`src/rtl/pwm_fade_pkg.sv`:
```
// Shared encodings, limits and gamma table for the LED PWM fade controller.
package pwm_fade_pkg;

  localparam int LVL_MIN = 1;
  localparam int LVL_MAX = 15;
  localparam int PERIOD  = 16;

  localparam logic [1:0] MODE_SET     = 2'b00;
  localparam logic [1:0] MODE_FADE    = 2'b01;
  localparam logic [1:0] MODE_BREATHE = 2'b10;
  localparam logic [1:0] MODE_RSVD    = 2'b11;

  typedef enum logic [1:0] {
    IDLE  = 2'b00,
    FADE  = 2'b01,
    BR_UP = 2'b10,
    BR_DN = 2'b11
  } state_t;

  // Index 0 is never addressed (level is never 0); it mirrors index 1.
  localparam logic [15:0][3:0] GAMMA_LUT = {
    4'd15, 4'd12, 4'd10, 4'd9, 4'd7, 4'd6, 4'd5, 4'd4,
    4'd3,  4'd2,  4'd2,  4'd1, 4'd1, 4'd1, 4'd1, 4'd1
  };

  function automatic logic [3:0] clamp_lvl(input logic [3:0] v);
    logic [4:0] vx;
    logic [3:0] r;
    vx = {1'b0, v};
    r  = v;
    if (v == 4'd0) begin
      r = 4'(LVL_MIN);
    end else if (vx > 5'(LVL_MAX)) begin
      r = 4'(LVL_MAX);
    end
    return r;
  endfunction

endpackage

```
`src/rtl/pwm_fade_prescaler.sv`:
```
// Step-rate down-counter: tick when the count is zero, then reload from the latched rate.
// A load always wins over a coincident tick, which is suppressed.
module pwm_fade_prescaler #(
  parameter int RATE_W = 8
) (
  input  logic              clk,
  input  logic              rst_n,
  input  logic              load,
  input  logic [RATE_W-1:0] load_val,
  output logic              tick
);

  logic [RATE_W-1:0] cnt_q, cnt_d;
  logic [RATE_W-1:0] rate_q, rate_d;

  always_comb begin
    cnt_d  = cnt_q;
    rate_d = rate_q;
    if (load) begin
      cnt_d  = load_val;
      rate_d = load_val;
    end else if (cnt_q == '0) begin
      cnt_d = rate_q;
    end else begin
      cnt_d = cnt_q - 1'b1;
    end
  end

  assign tick = (cnt_q == '0) && !load;

  always_ff @(posedge clk or negedge rst_n) begin
    if (!rst_n) begin
      cnt_q  <= '0;
      rate_q <= '0;
    end else begin
      cnt_q  <= cnt_d;
      rate_q <= rate_d;
    end
  end

endmodule

```
`src/rtl/pwm_fade_ctrl.sv`:
```
// LED brightness controller (set / linear fade / breathe) feeding a PWM generator's rise/fall counts.
// New counts commit only on a rising edge of pwm_sync; PWM_FADE_GAMMA_EN selects gamma-mapped rise.
module pwm_fade_ctrl
  import pwm_fade_pkg::*;
#(
  parameter int RATE_W = 8
) (
  input  logic              clk,
  input  logic              reset,
  input  logic              cmd_valid,
  output logic              cmd_ready,
  input  logic [1:0]        cmd_mode,
  input  logic [3:0]        cmd_level,
  input  logic [RATE_W-1:0] cmd_rate,
  input  logic              pwm_sync,
  output logic [3:0]        rise,
  output logic [3:0]        fall,
  output logic              busy,
  output logic              fade_done
);

  state_t     state_q, state_d;
  logic [3:0] level_q, level_d;
  logic [3:0] target_q, target_d;
  logic [3:0] floor_q, floor_d;
  logic [3:0] rise_q, rise_d;
  logic [3:0] fall_q, fall_d;
  logic       pwm_sync_q;

  logic       accept;
  logic       tick;
  logic [3:0] lvl_c;
  logic [3:0] shadow_rise;
  logic [4:0] shadow_fall;
  logic       commit;

  assign cmd_ready = (state_q != FADE);
  assign accept    = cmd_valid && cmd_ready;
  assign busy      = (state_q != IDLE);
  assign lvl_c     = clamp_lvl(cmd_level);

  pwm_fade_prescaler #(
    .RATE_W (RATE_W)
  ) u_prescaler (
    .clk      (clk),
    .rst_n    (reset),
    .load     (accept),
    .load_val (cmd_rate),
    .tick     (tick)
  );

  always_comb begin
    state_d   = state_q;
    level_d   = level_q;
    target_d  = target_q;
    floor_d   = floor_q;
    fade_done = 1'b0;
    if (accept) begin
      case (cmd_mode)
        MODE_SET: begin
          level_d = lvl_c;
          state_d = IDLE;
        end
        MODE_FADE: begin
          target_d = lvl_c;
          state_d  = FADE;
        end
        MODE_BREATHE: begin
          floor_d = lvl_c;
          state_d = BR_UP;
        end
        MODE_RSVD: ;
        default: ;
      endcase
    end else begin
      case (state_q)
        FADE: begin
          if (level_q == target_q) begin
            fade_done = 1'b1;
            state_d   = IDLE;
          end else if (tick) begin
            level_d = (level_q < target_q) ? level_q + 4'd1 : level_q - 4'd1;
          end
        end
        // Turnaround happens on the tick that would overshoot, so each end is shown for one tick.
        BR_UP: begin
          if (tick) begin
            if (level_q < 4'(LVL_MAX)) begin
              level_d = level_q + 4'd1;
            end else if (level_q > floor_q) begin
              level_d = level_q - 4'd1;
              state_d = BR_DN;
            end
          end
        end
        BR_DN: begin
          if (tick) begin
            if (level_q > floor_q) begin
              level_d = level_q - 4'd1;
            end else if (level_q < 4'(LVL_MAX)) begin
              level_d = level_q + 4'd1;
              state_d = BR_UP;
            end
          end
        end
        default: ;
      endcase
    end
  end

`ifdef PWM_FADE_GAMMA_EN
  assign shadow_rise = GAMMA_LUT[level_q];
`else
  assign shadow_rise = level_q;
`endif

  assign shadow_fall = 5'(PERIOD) - {1'b0, shadow_rise};
  assign commit      = pwm_sync && !pwm_sync_q;

  always_comb begin
    rise_d = rise_q;
    fall_d = fall_q;
    if (commit) begin
      rise_d = shadow_rise;
      fall_d = shadow_fall[3:0];
    end
  end

  assign rise = rise_q;
  assign fall = fall_q;

  always_ff @(posedge clk or negedge reset) begin
    if (!reset) begin
      state_q    <= IDLE;
      level_q    <= 4'(LVL_MIN);
      target_q   <= 4'(LVL_MIN);
      floor_q    <= 4'(LVL_MIN);
      rise_q     <= 4'd1;
      fall_q     <= 4'd15;
      pwm_sync_q <= 1'b1;
    end else begin
      state_q    <= state_d;
      level_q    <= level_d;
      target_q   <= target_d;
      floor_q    <= floor_d;
      rise_q     <= rise_d;
      fall_q     <= fall_d;
      pwm_sync_q <= pwm_sync;
    end
  end

endmodule

```
`config.mk`:
```
export PLATFORM = sky130hd
export DESIGN_NAME = pwm_fade_ctrl
export DESIGN_NICKNAME = d
export VERILOG_FILES = /design/src/rtl/pwm_fade_pkg.sv /design/src/rtl/pwm_fade_prescaler.sv /design/src/rtl/pwm_fade_ctrl.sv
export SDC_FILE = /design/constraint.sdc
export NUM_CORES = 1
export LEC_CHECK = 0
export CAP_MARGIN = 20
export CORE_UTILIZATION = 40
export CTS_CLUSTER_SIZE = 12
export DETAILED_ROUTE_END_ITERATION = 12
export PLACE_DENSITY = 0.73
export SYNTH_ARGS = -nofsm -noshare
export SYNTH_HDL_FRONTEND = slang
export SYNTH_SLANG_ARGS = --single-unit
```
`constraint.sdc`:
```
create_clock -name clk -period 3.2 [get_ports clk]
set_clock_uncertainty 0.05 [all_clocks]
set_input_delay 0.64 -clock clk [delete_from_list [all_inputs] [get_ports clk]]
set_output_delay 0.64 -clock clk [all_outputs]
set_load 0.02 [all_outputs]
```
==> metrics.csv <==
stage;metric;value;unit
layout;commonest non-fill, non-tap cells in the layout;nand2_1 (42), dfrtp_1 (30), clkdlybuf4s50_1 (27);
place;dpl ws;614;ps
route;drt total wl;4430;µm
worst_setup_path;Crit path buffers/inverters;2;
logic_synthesis;Post-synth ARST share;100;%
route;# DRC;0;
logic_synthesis;largest family of logic cells by synthesized area;simple AND/OR/NAND/NOR gates;
logic_synthesis;adder-cell share of the synthesized area;8.45;%
logic_synthesis;Avg Cell Area, Syn;9.22;µm²
route;WL/cell;13.1;µm
logic_synthesis;Post-Syn Instances;241;
global_route;largest net degree at the start of global routing;39;
floorplanning;Ports;29;
layout;# diodes;0;
global_route;first-pass GRT wire length;7440;µm
min_path;Hold Path Class;primary input to asynchronous set/reset pin;
sta;Slew Limit Fails;0;
logic_synthesis;EDFF count, synth;0;
logic_synthesis;Yosys cell types;44;
route;drt pass-1 iters;5;
clocking;CTS tree;yes;
logic_synthesis;area of the mapped netlist;2220;µm²
logic_synthesis;synth warn;0;
worst_setup_path;startpoint types;flop;
sta;Tmin final;2830;ps
logic_synthesis;Seq/Total Area, Yosys;43.3;%
worst_setup_path;launching point of the worst reg2reg path;level_q[0]$_DFFE_PN1P_;
route;Vias;1766;
clocking;CTS Root Cell;clkbuf_8;
job;max-cap viol count;0;
sta;pin slew with the least headroom to its limit;824;ps
clocking;cts hold-fix bufs;0;
logic_synthesis;xor/xnor share of the synthesized area;1.97;%
layout;# fillers;471;
layout;commonest non-fill, non-tap cell in the layout;nand2_1;
floorplanning;Die Area;5850;µm²
clocking;Clock Path Buffers;2;
route;initial DRC count;87;
worst_setup_path;worst-path cell chain;inv_1, ha_1, nand4_1, nor2_1, clkdlybuf4s50_1;
global_route;global route overflow;0;
layout;share of layout cells above drive strength 1;11.5;%
clocking;post-CTS resize count;0;
sta;setup TNS;0;ps
clocking;clock sinks;38;
floorplanning;core area;5240;µm²
logic_synthesis;post-synthesis mux area share;5.46;%
sta;max_slew headroom;45.1;%
worst_setup_path;CP startpoint;level_q[0]$_DFFE_PN1P_;
sta;final hold violations;0;
worst_setup_path;CP Data Required Time;2510;ps
worst_setup_path;crit path capture type;output pin;
floorplanning;chip height;76.5;µm
clocking;Clock Latency Late Sink;290;ps
worst_setup_path;Worst Path Max Fanout;6;
worst_setup_path;CP Depth;5;
global_route;initial antenna violation count;0;
global_route;vias in the first global route;1617;
sta;final setup margin;370;ps
pwr;P per Cell Area;968;nW/µm²
logic_synthesis;Top FF cell, synth;dfrtp_1;
run_status;status;finished, final reports clean;
pwr;Static Leak;1.18;nW
logic_synthesis;Seq cells post-synth;38;
sta;Fmax;353;MHz
clocking;htree depth;2;
worst_setup_path;CP peak stage delay;620;ps
sta;count of endpoints failing setup in the final report;0;
sta;Period Utilization, post-route;88.4;%
worst_setup_path;critical path type;flop to output pin;
route;vias per cell;5.21;
logic_synthesis;post-synthesis compound-gate area fraction;16.9;%
floorplanning;Die Wd;76.5;µm
worst_setup_path;CP top delay family;buffers and inverters;
pwr;worst vdd ir;0.403;mV
route;post-route ant nets;0;
pwr;total chip power;2.55;mW
clocking;clock-pin slew on the worst setup and hold paths;80;ps
floorplanning;std cell rows;26;
worst_setup_path;worst r2r path cells;8;
clocking;Post-CTS Setup Repair Bufs;0;
sta;RSZ-0062 raised after global routing;no;
place;GP Congestion;0.845;
layout;Total Nets Final;301;
layout;area grow syn2layout;18.7;%
layout;Post-Route Utilization;50.3;%
global_route;GRT Total Usage;16.0;%
place;Port Buffers;28;
logic_synthesis;Synth Area in Simple Gates;18.9;%
worst_setup_path;Worst path slowest cell;clkdlybuf4s50_1;
floorplanning;starting density of the core;42.4;%
clocking;CTS buffer count;5;
place;HPWL Detailed;3260;µm
logic_synthesis;Syn Nets;274;
worst_setup_path;critical path arrival;2140;ps
[state kept, by name, summed over array words and instances (netlist names), 2 cells and up]
| name | count |
|---|---|
| u_prescaler.rate_q | 8 |
| rise | 4 |
| state_q | 2 |
| floor_q | 4 |
| fall | 3 |
| level_q | 4 |
| u_prescaler.cnt_q | 8 |
| target_q | 4 |
[worst paths after layout]
path	end	slack (ps)
setup / recovery	fade_done	370
hold / removal	u_prescaler.rate_q[5]$_DFFE_PN0P_	390
setup reg to reg	level_q[2]$_DFFE_PN0P_	530
hold reg to reg	fall[2]$_DFFE_PN1P_	430
max in group asynchronous	target_q[3]$_DFFE_PN0P_	2180
min in group clk	fall[2]$_DFFE_PN1P_	430
[cell usage after synthesis, drive strengths merged, types with 4 or more instances]
cell type | n | area [µm²]
nand2 | 42 | 158
o21ai | 24 | 131
dfstp | 8 | 210
a21oi | 11 | 55.1
mux2 | 9 | 101
dfrtp | 30 | 751
ha | 15 | 188
nand2b | 5 | 31.3
nor2 | 11 | 41.3
or3 | 4 | 25.0
clkbuf | 9 | 33.8
o21a | 4 | 30.0
nand3 | 6 | 42.5
inv | 16 | 60.1
[kinds of logic (layout without fill, tap and decap cells)]
| logic type | after synthesis | in the layout |
|---|---|---|
| XOR/XNOR | 5 | 5 |
| buffers and inverters | 27 | 55 |
| AND/OR/NAND/NOR | 86 | 86 |
| multiplexers | 11 | 11 |
| flip-flops | 38 | 38 |
| adder cells (fa/ha/maj) | 15 | 15 |
| AO/OA/AOI/OAI | 59 | 59 |
[per-layer routing]
layer	part of all wire, %	vias up	global-route usage [%]
li1	-	906	-
met1	49	813	20.6
met2	45	42	26.6
met3	4.7	5	3.83
met4	1.3	0	4.81
met5	0	-	0
[metrics by stage]
step / hold WS [ps] / instances / instance area (µm²)
floorplan: 294 / 241 / 2220
global placement: 408 / 331 / 2550
detailed placement: 415 / 331 / 2550
CTS: 421 / 339 / 2640
global route: 448 / 339 / 2640
finish: 392 / 339 / 2640
[report_power, final]
part           switching [mW]  total, mW  internal [mW]
Combinational           0.697       1.30          0.602
Clock                   0.161      0.311          0.151
Sequential              0.208      0.943          0.735
[layout make-up]
cell class	count	area [µm²]	share of cell area, %
Multi-Input combinational cell	176	1150	43.5
Sequential cell	38	961	36.4
Timing Repair Buffer	31	298	11.3
Tap cell	70	87.6	3.32
Clock buffer	6	72.6	2.75
Inverter	16	60.1	2.28
Clock inverter	2	10.0	0.380
Note: power is estimated with default switching activity, not from simulation.
